<file path="config.mk">
export PLATFORM = sky130hd
export DESIGN_NAME = bram_port_arbiter
export DESIGN_NICKNAME = d
export VERILOG_FILES = /design/src/rtl/bram_port_arbiter.sv
export SDC_FILE = /design/constraint.sdc
export NUM_CORES = 1
export LEC_CHECK = 0
export CAP_MARGIN = 40
export CORE_ASPECT_RATIO = 0.9
export CORE_UTILIZATION = 44
export DETAILED_ROUTE_END_ITERATION = 16
export PLACE_DENSITY = 0.95
export SYNTH_ARGS = -nofsm -noshare
export SYNTH_HDL_FRONTEND = slang
export SYNTH_SLANG_ARGS = --single-unit
</file>
<file path="constraint.sdc">
create_clock -name CLK -period 12.5 [get_ports CLK]
set_input_delay 1.875 -clock CLK [delete_from_list [all_inputs] [get_ports CLK]]
set_output_delay 1.875 -clock CLK [all_outputs]
set_load 0.03 [all_outputs]
</file>
<file path="src/rtl/bram_port_arbiter.sv">
// ---------------------------------------------------------------------------
// BramPortArbiter (module bram_port_arbiter)
//
// Shares the single BRAM initiator port of the serial mailbox between two
// requesters: requester 0 is the inbound-message poller, requester 1 is the
// outbound-message writer. Arbitration is round-robin, and a bounded lock
// lets one requester own the port for atomic multi-word sequences such as a
// ring-pointer read-modify-write.
//
// Ports:
//   CLK, RST            clock (rising edge) and async active-high reset
//   rqN_req             request valid for requester N
//   rqN_lock            keep ownership of the port after this beat
//   rqN_be              byte write enables, all-zero means read
//   rqN_addr/rqN_wdata  word address and write data
//   rqN_gnt             combinational grant; req & gnt = accepted beat
//   rqN_rvalid/rdata    read return, two cycles after acceptance
//   bram_*              registered BRAM pins; bram_din is the BRAM read data
//   lock_timeout        sticky flag, set when a lock was force-released
// ---------------------------------------------------------------------------
module bram_port_arbiter #(
  parameter int ADDR_W   = 14,
  parameter int DATA_W   = 32,
  parameter int LOCK_MAX = 16
) (
  input  logic                CLK,
  input  logic                RST,

  input  logic                rq0_req,
  input  logic                rq0_lock,
  input  logic [DATA_W/8-1:0] rq0_be,
  input  logic [ADDR_W-1:0]   rq0_addr,
  input  logic [DATA_W-1:0]   rq0_wdata,
  output logic                rq0_gnt,
  output logic                rq0_rvalid,
  output logic [DATA_W-1:0]   rq0_rdata,

  input  logic                rq1_req,
  input  logic                rq1_lock,
  input  logic [DATA_W/8-1:0] rq1_be,
  input  logic [ADDR_W-1:0]   rq1_addr,
  input  logic [DATA_W-1:0]   rq1_wdata,
  output logic                rq1_gnt,
  output logic                rq1_rvalid,
  output logic [DATA_W-1:0]   rq1_rdata,

  output logic [ADDR_W-1:0]   bram_addr,
  output logic [DATA_W-1:0]   bram_dout,
  output logic [DATA_W/8-1:0] bram_wen,
  output logic                bram_en,
  output logic                bram_clk,
  output logic                bram_rst,
  input  logic [DATA_W-1:0]   bram_din,

  output logic                lock_timeout
);

  localparam int BE_W  = DATA_W / 8;
  localparam int CNT_W = $clog2(LOCK_MAX + 1);

  typedef enum logic {
    UNLOCKED = 1'b0,
    LOCKED   = 1'b1
  } lockState_t;

  lockState_t       state;
  lockState_t       stateNext;
  logic             lockOwner;
  logic             ownerNext;
  logic [CNT_W-1:0] lockCnt;
  logic [CNT_W-1:0] cntNext;
  logic             lastGnt;
  logic             lastNext;
  logic             setTimeout;

  logic [1:0]       reqVec;
  logic [1:0]       lockVec;
  logic [1:0]       gntRaw;
  logic [1:0]       gnt;
  logic             accept;
  logic             accIdx;

  logic [BE_W-1:0]   selBe;
  logic [ADDR_W-1:0] selAddr;
  logic [DATA_W-1:0] selWdata;

  logic [1:0]        rdStage1;
  logic [1:0]        rdStage2;
  logic [DATA_W-1:0] rdHold0;
  logic [DATA_W-1:0] rdHold1;

  assign reqVec  = {rq1_req, rq0_req};
  assign lockVec = {rq1_lock, rq0_lock};

  assign bram_clk = CLK;
  assign bram_rst = RST;

  // Lock state register, lock counter and round-robin pointer. The pointer
  // resets to 1 so that requester 0 wins the first tie after reset.
  always_ff @(posedge CLK or posedge RST) begin
    if (RST) begin
      state     <= UNLOCKED;
      lockOwner <= 1'b0;
      lockCnt   <= '0;
      lastGnt   <= 1'b1;
    end else begin
      state     <= stateNext;
      lockOwner <= ownerNext;
      lockCnt   <= cntNext;
      lastGnt   <= lastNext;
    end
  end

  // Grant selection and lock state machine. While locked only the owner can
  // be granted, even when it is idle. A release (owner beat with lock low, or
  // the counter reaching LOCK_MAX) only opens the port from the next cycle,
  // because the grant here is always decoded from the current state. An owner
  // release in the same cycle as the timeout counts as a normal release, so
  // it is checked first. On a forced release the pointer is set to the owner
  // so the other requester wins the next tie. Grants are forced low in reset.
  always_comb begin
    stateNext  = state;
    ownerNext  = lockOwner;
    cntNext    = lockCnt;
    lastNext   = lastGnt;
    setTimeout = 1'b0;
    gntRaw     = 2'b00;

    case (state)
      UNLOCKED: begin
        if (reqVec == 2'b11) begin
          gntRaw = lastGnt ? 2'b01 : 2'b10;
        end else begin
          gntRaw = reqVec;
        end
      end
      LOCKED: begin
        gntRaw[lockOwner] = reqVec[lockOwner];
      end
      default: gntRaw = 2'b00;
    endcase

    gnt    = RST ? 2'b00 : gntRaw;
    accept = gnt[0] | gnt[1];
    accIdx = gnt[1];

    case (state)
      UNLOCKED: begin
        if (accept) begin
          lastNext = accIdx;
          if (lockVec[accIdx]) begin
            stateNext = LOCKED;
            ownerNext = accIdx;
            cntNext   = CNT_W'(1);
          end
        end
      end
      LOCKED: begin
        cntNext = lockCnt + CNT_W'(1);
        if (accept) begin
          lastNext = lockOwner;
        end
        if (accept && !lockVec[lockOwner]) begin
          stateNext = UNLOCKED;
          cntNext   = '0;
        end else if (lockCnt == CNT_W'(LOCK_MAX)) begin
          stateNext  = UNLOCKED;
          cntNext    = '0;
          setTimeout = 1'b1;
          lastNext   = lockOwner;
        end
      end
      default: stateNext = UNLOCKED;
    endcase
  end

  assign rq0_gnt = gnt[0];
  assign rq1_gnt = gnt[1];

  assign selBe    = accIdx ? rq1_be    : rq0_be;
  assign selAddr  = accIdx ? rq1_addr  : rq0_addr;
  assign selWdata = accIdx ? rq1_wdata : rq0_wdata;

  // BRAM pin register. Address and write data hold their last value on idle
  // cycles; enable and write enables drop to zero so an idle cycle never
  // writes.
  always_ff @(posedge CLK or posedge RST) begin
    if (RST) begin
      bram_en   <= 1'b0;
      bram_wen  <= '0;
      bram_addr <= '0;
      bram_dout <= '0;
    end else begin
      bram_en  <= accept;
      bram_wen <= accept ? selBe : '0;
      if (accept) begin
        bram_addr <= selAddr;
        bram_dout <= selWdata;
      end
    end
  end

  // Read-return tracking. Stage 1 marks the cycle the BRAM is enabled for a
  // read, stage 2 the cycle its data sits on bram_din. Reset empties both so
  // reads in flight at reset never return.
  always_ff @(posedge CLK or posedge RST) begin
    if (RST) begin
      rdStage1 <= 2'b00;
      rdStage2 <= 2'b00;
    end else begin
      rdStage1 <= (selBe == '0) ? gnt : 2'b00;
      rdStage2 <= rdStage1;
    end
  end

  // Each requester keeps its last returned word until its next read returns.
  always_ff @(posedge CLK or posedge RST) begin
    if (RST) begin
      rdHold0 <= '0;
      rdHold1 <= '0;
    end else begin
      if (rdStage2[0]) begin
        rdHold0 <= bram_din;
      end
      if (rdStage2[1]) begin
        rdHold1 <= bram_din;
      end
    end
  end

  assign rq0_rvalid = rdStage2[0];
  assign rq1_rvalid = rdStage2[1];
  assign rq0_rdata  = rdStage2[0] ? bram_din : rdHold0;
  assign rq1_rdata  = rdStage2[1] ? bram_din : rdHold1;

  // Sticky timeout flag, cleared only by reset.
  always_ff @(posedge CLK or posedge RST) begin
    if (RST) begin
      lock_timeout <= 1'b0;
    end else if (setTimeout) begin
      lock_timeout <= 1'b1;
    end
  end

endmodule

</file>
; Word-level counts from Yosys, hierarchy flattened
; Index checks and enable logic that the tools add are counted.
[op_classes]
eq_ne = 4
bitwise_logic = 3
mul = 0
n_reduce_logical = 6
n_div = 0
shift = 0
magnitude_cmp = 3
n_mux = 37
n_addsub = 1
[ops]
columns = op, count
row1 = 32-bit two-way mux, 3
row2 = 5-bit two-way mux, 4
row3 = 1-bit two-way mux, 18
row4 = 14-bit two-way mux, 1
row5 = 5-bit one-hot mux with 2 select lines, 1
row6 = 2-bit two-way mux, 4
row7 = 4-bit two-way mux, 2
row8 = 5-bit by 1-bit adder with 5-bit output (second input constant), 1
row9 = 5-bit == test (second input constant), 1
row10 = 4-bit logical NOT, 1
row11 = 1-bit by 2-bit less-than comparator with 1-bit output (second input constant), 2
row12 = 2-bit inequality test (second input constant), 2
row13 = 1-bit one-hot mux with 2 select lines, 2
row14 = 2-bit one-hot mux with 2 select lines, 1
row15 = 3-bit AND reduction, 1
row16 = 2-bit AND, 1
row17 = 2-bit == test (second input constant), 1
row18 = 1-bit logical AND, 2
row19 = 2-bit AND reduction, 1
row20 = 1-bit demux with 1-bit select, 1
row21 = 1-bit greater-or-equal comparator (second input constant), 1
row22 = 1-bit logical NOT, 1
row23 = 1-bit inverter, 1
row24 = 1-bit bitwise OR, 1
[totals]
wordCells = 67
memories = 0
reg_bits = 128
output_inout_bits = 122
romBits = 0
inputBits = 138
latch_bits = 0
mem_bits_rw = 0

; Depth between registers and ports, before layout
; Gate-level depths: netlist of the first run.
[logic_depth]
word_depth = 12
mapped_depth = 7
depth_no_buf = 6

==> metrics.cfg, run 1 <==
[status]
status = complete, no violations

[power]
peakVddDrop_uv = 128
p_total_mw = 2.19
p_leak_nw = 3.79
p_per_area_nw_per_um2 = 254

[critical_path]
crit_path_max_fanout = 2
setup.worst_path.start_class = clock port
max_stage_delay_ns = 0.58
crit_chain = clkbuf_16 -> clkbuf_16 -> clkdlybuf4s50_1
r2r_slack_ns = 9.50
critical_path_buf_inv_count = 3
crit_slowest_cell = clkdlybuf4s50_1
path_common_cell = clkbuf_16
cp.required_ns = 10.62
worst_ep_arrival_time_ns = 7.08
critPathKind = clock port to primary output
cp_top_family = buffers and inverters
crit_path_end_kind = primary output

[layout]
drive_gt1_frac = 0.134
nNetsFinal = 860
antennaDiodeCount = 0
syn2layout_area_growth_pct = 63.2
fillers = 719

[die]
fp.dieW_um = 118
die_y_um = 106
dieArea_um2 = 12500
io_pins = 260
rows = 37
core_area_um2 = 11600
start_util = 0.458

[placed_design]
pre_cts_ws_ns = 3.81
place.gp.congestion = 0.852
dp_hpwl_um = 11300
port_buffers = 259

[clock_tree]
worstSkewPairLatency_ns = 0.53
tritoncts = built
path_clk_slew_ns = 0.06
post_cts_resized = 0
cts_hold_buf = 0
post-cts-setup-buffers = 0

[timing]
finClkSkew_ns = 0.00907
rsz0062_at_grt = no
slew_violations = 0
final-setup-viol-count = 0
final-hold-violation-count = 0
setup_slack_ns = 3.54
setup_tns_ns = 0
slew_headroom = 0.390
worst_pin_slew_ns = 0.914

[synth]
ys_top_cells_by_count = dfrtp_1, nand2_1, nor2_1
synth.distinct_cells = 37
ys_seq_area_frac = 0.605
yosys-top-cells-area = dfrtp_1, mux2_2, nand2_1, a31oi_1, nor2_1
yosysTopAreaCell = dfrtp_1
synth-edff-count = 0
ys_seq_elements = 128
syn_nets = 608
synth_flop_cell = dfrtp_1
synth.most_common_cell = dfrtp_1
synth_top_area_share = 0.600
syn_area_um2 = 5300
synth.avg_cell_area_um2 = 11.3
synth_cells = 468
ys_async_sr_fraction = 1.00
ys_warn_count = 0

[routing]
drt_pre_antenna_iters = 5
routed-via-count = 4687
drtAntennaViolNets = 0
drt_iter0_markers = 327
viasPerCell = 5.27
detail_route.wirelength_um = 16800
wl_per_cell_um = 18.9
drc = 0

[global_routing]
grt_overflow = 0
antenna_found_initial = 0
grt_max_degree = 94
grt_pass1_wl_um = 26400
grt_pass1_vias = 5005
grtUsageTotal = 0.276

[hold_path]
hold_class = register to register

[run]
drv_cap = 0

layer usage:
| layer | GRT usage | wire length (µm) | vias to the layer above |
|---|---|---|---|
| li1 | - | - | 2113 |
| met1 | 0.308 | 6320 | 2316 |
| met2 | 0.492 | 8910 | 212 |
| met3 | 0.0714 | 1060 | 46 |
| met4 | 0.134 | 502 | 0 |
| met5 | 0 | 0 | - |
flip-flops by register name, indices dropped and copies added, names as in the netlist, 2 cells and up:
name / flops
bram_dout: 32
rdHold0: 32
rdHold1: 32
bram_addr: 14
lockCnt: 5
bram_wen: 4
rdStage1: 2
rdStage2: 2
layout by cell type, fill, tap and decap left out, types with 2 or more instances in the layout:
cell type        Yosys  routed
a21oi_1              3       3
a22o_1               4       4
a31o_2               2       2
a31oi_1             46      46
buf_4                2       4
bufinv_16            0       2
clkbuf_16            0      20
clkbuf_8             0       2
clkdlybuf4s50_1      0     259
clkinv_2             0       4
clkinvlp_4           0       4
dfrtp_1            127     127
ha_1                 2       2
inv_1                5       4
inv_2                2       2
inv_6                0       2
mux2_1              15      15
mux2_2              49      49
nand2_1             97      97
nand2b_1             3       3
nand3_1              2       2
nor2_1              50      50
nor2b_1              2       2
nor3b_2              2       2
nor4bb_1             2       2
o211ai_1             2       2
o2bb2ai_1            2       2
or4_1                3       3
xor2_1               2       2
through the flow:
stage / area, µm² / util / instances / hold slack (ns)
finish: 8640 / 0.746 / 889 / 0.353
global route: 8640 / 0.746 / 889 / 0.361
CTS: 8640 / 0.746 / 889 / 0.357
detailed placement: 7980 / 0.689 / 854 / 0.346
global placement: 7980 / 0.689 / 854 / 0.334
floorplan: 5300 / - / 468 / 0.331
worst paths after layout:
path	start	depth (start not counted)	to
max	CLK	3	bram_clk
min in group asynchronous	RST	2	bram_en$_DFF_PP0_
min	rdStage1[0]$_DFF_PP0_	0	rdStage2[0]$_DFF_PP0_
max reg2reg	state$_DFF_PP0_	5	lockCnt[2]$_DFFE_PP0P_
min reg2reg	rdStage1[0]$_DFF_PP0_	0	rdStage2[0]$_DFF_PP0_
max in group asynchronous	RST	3	rdHold0[1]$_DFF_PP0_
worst reg2reg max path: cells and delay by family, from the launching register on:
family                 cells  cell delay, ns
flip-flops                 1            0.63
AND/OR/NAND/NOR            1            0.11
AO/OA/AOI/OAI              3            1.32
buffers and inverters      1            0.81
area by class of cell:
type | instances | area (µm²) | share of cell area
Clock buffer | 23 | 538 | 0.0623
Multi-Input combinational cell | 300 | 1920 | 0.223
Sequential cell | 128 | 3200 | 0.371
Tap cell | 156 | 195 | 0.0226
Inverter | 7 | 28.8 | 0.00333
Clock inverter | 13 | 136 | 0.0158
Timing Repair Buffer | 262 | 2610 | 0.302
kinds of logic (layout without fill, tap and decap cells):
kind of cell	Yosys count	after routing	synth area share
xor gates and xnor gates	2	2	0.00331
adders and majority gates	2	2	0.00473
AOI/OAI and AO/OA	68	68	0.0877
and+or+nand+nor	163	163	0.128
buffers and inverters	40	305	0.0333
muxes	65	65	0.138
DFF	128	128	0.605
report_power, final:
| part | switching, mW | total (mW) | internal (mW) |
|---|---|---|---|
| sequential | 0.0868 | 0.661 | 0.574 |
| combinational | 0.566 | 0.977 | 0.412 |
| clock | 0.204 | 0.554 | 0.350 |
(Power assumes the default switching activity.)
==> run 2, diff against run 1 <==
--- a/config.mk
+++ b/config.mk
@@ -7,9 +7,9 @@
 export LEC_CHECK = 0
 export CAP_MARGIN = 40
 export CORE_ASPECT_RATIO = 0.9
-export CORE_UTILIZATION = 44
+export CORE_UTILIZATION = 41
 export DETAILED_ROUTE_END_ITERATION = 16
-export PLACE_DENSITY = 0.95
+export PLACE_DENSITY = 0.92
 export SYNTH_ARGS = -nofsm -noshare
 export SYNTH_HDL_FRONTEND = slang
 export SYNTH_SLANG_ARGS = --single-unit
==> constraint.sdc (replaced) <==
create_clock -name CLK -period 9.35 [get_ports CLK]
set_input_delay 1.4025 -clock CLK [delete_from_list [all_inputs] [get_ports CLK]]
set_output_delay 1.4025 -clock CLK [all_outputs]
set_load 0.03 [all_outputs]
==> metrics.cfg, run 2 (same netlist as run 1, synthesis figures left out) <==
[routing]
drc = 0
detail_route.wirelength_um = 15300
routed-via-count = 4602
wl_per_cell_um = 17.0
drt_iter0_markers = 349
drt_pre_antenna_iters = 5
viasPerCell = 5.12
drtAntennaViolNets = 0

[global_routing]
grt_pass1_wl_um = 23000
grtUsageTotal = 0.228
grt_overflow = 0
grt_max_degree = 95
grt_pass1_vias = 4720
antenna_found_initial = 0

[layout]
nNetsFinal = 862
top_regs = bram_dout: 32 flops, rdHold0: 32 flops, rdHold1: 32 flops
final_cell_mix = clkdlybuf4s50_1, dfrtp_1, nand2_1
final_common_cell = clkdlybuf4s50_1
fillers = 865
syn2layout_area_growth_pct = 64.2
final_area_um2 = 8690
antennaDiodeCount = 0
stdcell_count = 899
drive_gt1_frac = 0.132

[clock_tree]
tritoncts = built
post-cts-setup-buffers = 0
post_cts_resized = 0
cts_hold_buf = 0
worstSkewPairLatency_ns = 0.52
path_clk_slew_ns = 0.05

[critical_path]
cp.required_ns = 7.95
crit_slowest_cell = clkdlybuf4s50_1
max_stage_delay_ns = 0.58
crit_path_max_fanout = 2
crit_chain = clkbuf_16 -> clkbuf_16 -> clkdlybuf4s50_1
setup.worst_path.start_class = clock port
worst_ep_arrival_time_ns = 5.50
crit_path_end_kind = primary output
critical_path_buf_inv_count = 3
cp_top_family = buffers and inverters
critPathKind = clock port to primary output
path_common_cell = clkbuf_16

[power]
p_per_area_nw_per_um2 = 333
peakVddDrop_uv = 189
p_total_mw = 2.90
p_leak_nw = 3.81

[timing]
final-hold-violation-count = 0
setup_slack_ns = 2.45
slew_violations = 0
slew_headroom = 0.367
finClkSkew_ns = 0.00563
rsz0062_at_grt = no
setup_tns_ns = 0
final-setup-viol-count = 0
worst_pin_slew_ns = 0.950

[placed_design]
place.gp.congestion = 0.805
dp_hpwl_um = 10800
place_area_um2 = 8010
port_buffers = 259
dp.cells = 863
pre_cts_ws_ns = 2.71

[hold_path]
hold_class = register to register

[run]
drv_cap = 0

[die]
fp.dieW_um = 122
core_area_um2 = 12600
start_util = 0.419
io_pins = 260
rows = 39
dieArea_um2 = 13400
die_y_um = 110

[status]
status = complete, no violations

-- run 2: cell count changes in the layout (fill, tap and decap cells not counted) --
cell / change
clkbuf_1: +3
clkinv_2: -1
inv_6: -1
clkinvlp_4: -1
clkbuf_8: +1
clkinv_4: -1
buf_12: +1
buf_16: +1
-- run 2: metrics by stage --
step	hold slack [ns]	util
final	0.348	0.688
after global routing	0.352	0.688
after CTS	0.347	0.686
after detailed placement	0.338	0.634
after global placement	0.332	0.632
after floorplan	0.331	-
-- run 2: final cells by class --
cell class,count,area [µm²],share of cell area
flip-flops and latches,128,3200,0.369
repair buffers,264,2660,0.306
multi-input cells,300,1920,0.221
clock buffers,27,563,0.0648
well taps,164,205,0.0236
clock inverters,9,106,0.0122
inverters,7,28.8,0.00331
-- run 2: routing by layer --
metal | vias up | GRT usage | share of wire
met1 | 2239 | 0.253 | 0.39
met5 | - | 0 | 0
li1 | 2110 | - | -
met3 | 35 | 0.0721 | 0.077
met4 | 0 | 0.106 | 0.018
met2 | 218 | 0.400 | 0.51
-- run 2: worst paths after layout --
| kind | start | slack [ns] | cells past startpoint | endpoint |
|---|---|---|---|---|
| setup reg to reg | state$_DFF_PP0_ | 6.42 | 6 | lockCnt[1]$_DFFE_PP0P_ |
| min in group asynchronous | RST | 1.40 | 2 | lockCnt[0]$_DFFE_PP0P_ |
| hold reg to reg | rdStage1[1]$_DFF_PP0_ | 0.35 | 0 | rdStage2[1]$_DFF_PP0_ |
| hold / removal | rdStage1[1]$_DFF_PP0_ | 0.35 | 0 | rdStage2[1]$_DFF_PP0_ |
| setup / recovery | CLK | 2.45 | 3 | bram_clk |
| max in group asynchronous | RST | 6.77 | 4 | rdHold1[0]$_DFF_PP0_ |
-- run 2: power breakdown --
| group | switching [mW] | leakage, nW | internal [mW] |
|---|---|---|---|
| Clock | 0.249 | 0.320 | 0.474 |
| Sequential | 0.111 | 1.60 | 0.768 |
| Combinational | 0.739 | 1.89 | 0.554 |
==> run 3, diff against run 2 <==
==> constraint.sdc (replaced) <==
create_clock -name CLK -period 6.4 [get_ports CLK]
set_input_delay 0.96 -clock CLK [delete_from_list [all_inputs] [get_ports CLK]]
set_output_delay 0.96 -clock CLK [all_outputs]
set_load 0.03 [all_outputs]
==> metrics.cfg, run 3 (same netlist as run 1, synthesis figures left out) <==
[critical_path]
worst_r2r_startpoint = state$_DFF_PP0_
crit_path_end_kind = primary output
ff2ff_path_depth = 6
crit_start = CLK
critPathKind = clock port to primary output
crit_end = bram_clk
setup.worst_path.start_class = clock port
r2r_slack_ns = 3.67
crit_path_max_fanout = 2
cp.required_ns = 5.44
worst_ep_arrival_time_ns = 4.03
r2r-end = lockCnt[2]$_DFFE_PP0P_

[placed_design]
dp_hpwl_um = 10600
place.gp.congestion = 0.814
pre_cts_ws_ns = 1.68
port_buffers = 259

[routing]
drtAntennaViolNets = 0
routed-via-count = 4633
drt_pre_antenna_iters = 5
viasPerCell = 5.15
drt_iter0_markers = 296
detail_route.wirelength_um = 15200
drc = 0
wl_per_cell_um = 16.9

[layout]
top_regs = bram_dout: 32 flops, rdHold0: 32 flops, rdHold1: 32 flops
final_common_cell = clkdlybuf4s50_1
antennaDiodeCount = 0
fin_util = 0.684
syn2layout_area_growth_pct = 63.2
nNetsFinal = 862
fillers = 871
drive_gt1_frac = 0.132
seq_area_um2 = 3200
multiInputGateArea_um2 = 1920
final_cell_mix = clkdlybuf4s50_1, dfrtp_1, nand2_1

[power]
clkPwrFrac = 0.245
switching_power_mw = 1.60
p_leak_nw = 3.81
p_int_mw = 2.59
p_sw_frac = 0.382
p_per_area_nw_per_um2 = 484
combPwrFrac = 0.449
seqPwrFrac = 0.306
p_total_mw = 4.19
peakVddDrop_uv = 319

[clock_tree]
path_clk_slew_ns = 0.05
cts_hold_buf = 0
tritoncts = built
worstSkewPairLatency_ns = 0.52
post_cts_resized = 0
post-cts-setup-buffers = 0

[timing]
finClkSkew_ns = 0.00628
final-setup-viol-count = 0
rsz0062_at_grt = no
setup_slack_ns = 1.41
slew_violations = 0
fin_hold_ws_ns = 0.347
worst_pin_slew_ns = 0.884
final-hold-violation-count = 0
slew_headroom = 0.410
setup_tns_ns = 0

[die]
start_util = 0.419
fp.dieW_um = 122
core_area_um2 = 12600
dieArea_um2 = 13400
die_y_um = 110
io_pins = 260
rows = 39

[run]
drv_cap = 0

[status]
status = complete, no violations

[hold_path]
hold_class = register to register

[global_routing]
grt_overflow = 0
grt_pass1_wl_um = 22800
antenna_found_initial = 0
grt_max_degree = 94
grtUsageTotal = 0.228
grt_pass1_vias = 4510

[run 3: cell count changes in the layout (fill, tap and decap cells not counted), sizes merged]
cell      previous run  this run
clkbuf              26        23
clkinv               3         9
clkinvlp             3         0
[run 3: layout make-up]
cell class / count / share of cell area
clock buffers: 24 / 0.0604
well taps: 164 / 0.0237
repair buffers: 264 / 0.305
flip-flops and latches: 128 / 0.371
inverters: 7 / 0.00333
clock inverters: 12 / 0.0136
multi-input cells: 300 / 0.223
[run 3: power by group through the flow]
stage                     sequential [mW]  clock (mW)  combinational (mW)
after global placement               1.27      0.0260                1.84
after global routing                 1.31        1.09                1.99
final                                1.28        1.03                1.88
after CTS                            1.28        1.04                1.89
after detailed placement             1.28      0.0260                1.88
after floorplan                      1.56      0.0234               0.778
[run 3: stage by stage]
step | cells | instance area [µm²]
2_1_floorplan | 468 | 5300
3_3_place_gp | 863 | 7990
3_5_place_dp | 864 | 8010
4_1_cts | 899 | 8640
5_1_grt | 899 | 8640
6_report | 899 | 8640
[run 3: layer usage]
layer | routed length (µm) | track usage | vias up
met4 | 443 | 0.116 | 0
met2 | 7700 | 0.391 | 233
li1 | - | - | 2118
met5 | 0 | 0 | -
met3 | 1420 | 0.0908 | 43
met1 | 5650 | 0.244 | 2239
[run 3: how the worst min path moves through the flow]
stage / slack [ns] / cells past startpoint / start / end
after global placement: 0.33 / 0 / rdStage1[0]$_DFF_PP0_ / rdStage2[0]$_DFF_PP0_
after floorplan: 0.33 / 0 / rdStage1[0]$_DFF_PP0_ / rdStage2[0]$_DFF_PP0_
after detailed placement: 0.34 / 0 / rdStage1[1]$_DFF_PP0_ / rdStage2[1]$_DFF_PP0_
final: 0.35 / 0 / rdStage1[1]$_DFF_PP0_ / rdStage2[1]$_DFF_PP0_
after global routing: 0.37 / 0 / rdStage1[0]$_DFF_PP0_ / rdStage2[0]$_DFF_PP0_
after CTS: 0.35 / 0 / rdStage1[1]$_DFF_PP0_ / rdStage2[1]$_DFF_PP0_
[run 3: critical path: stages]
cell	delay, ns
clkbuf_16	0.12
clkbuf_16	0.13
clkdlybuf4s50_1	0.59
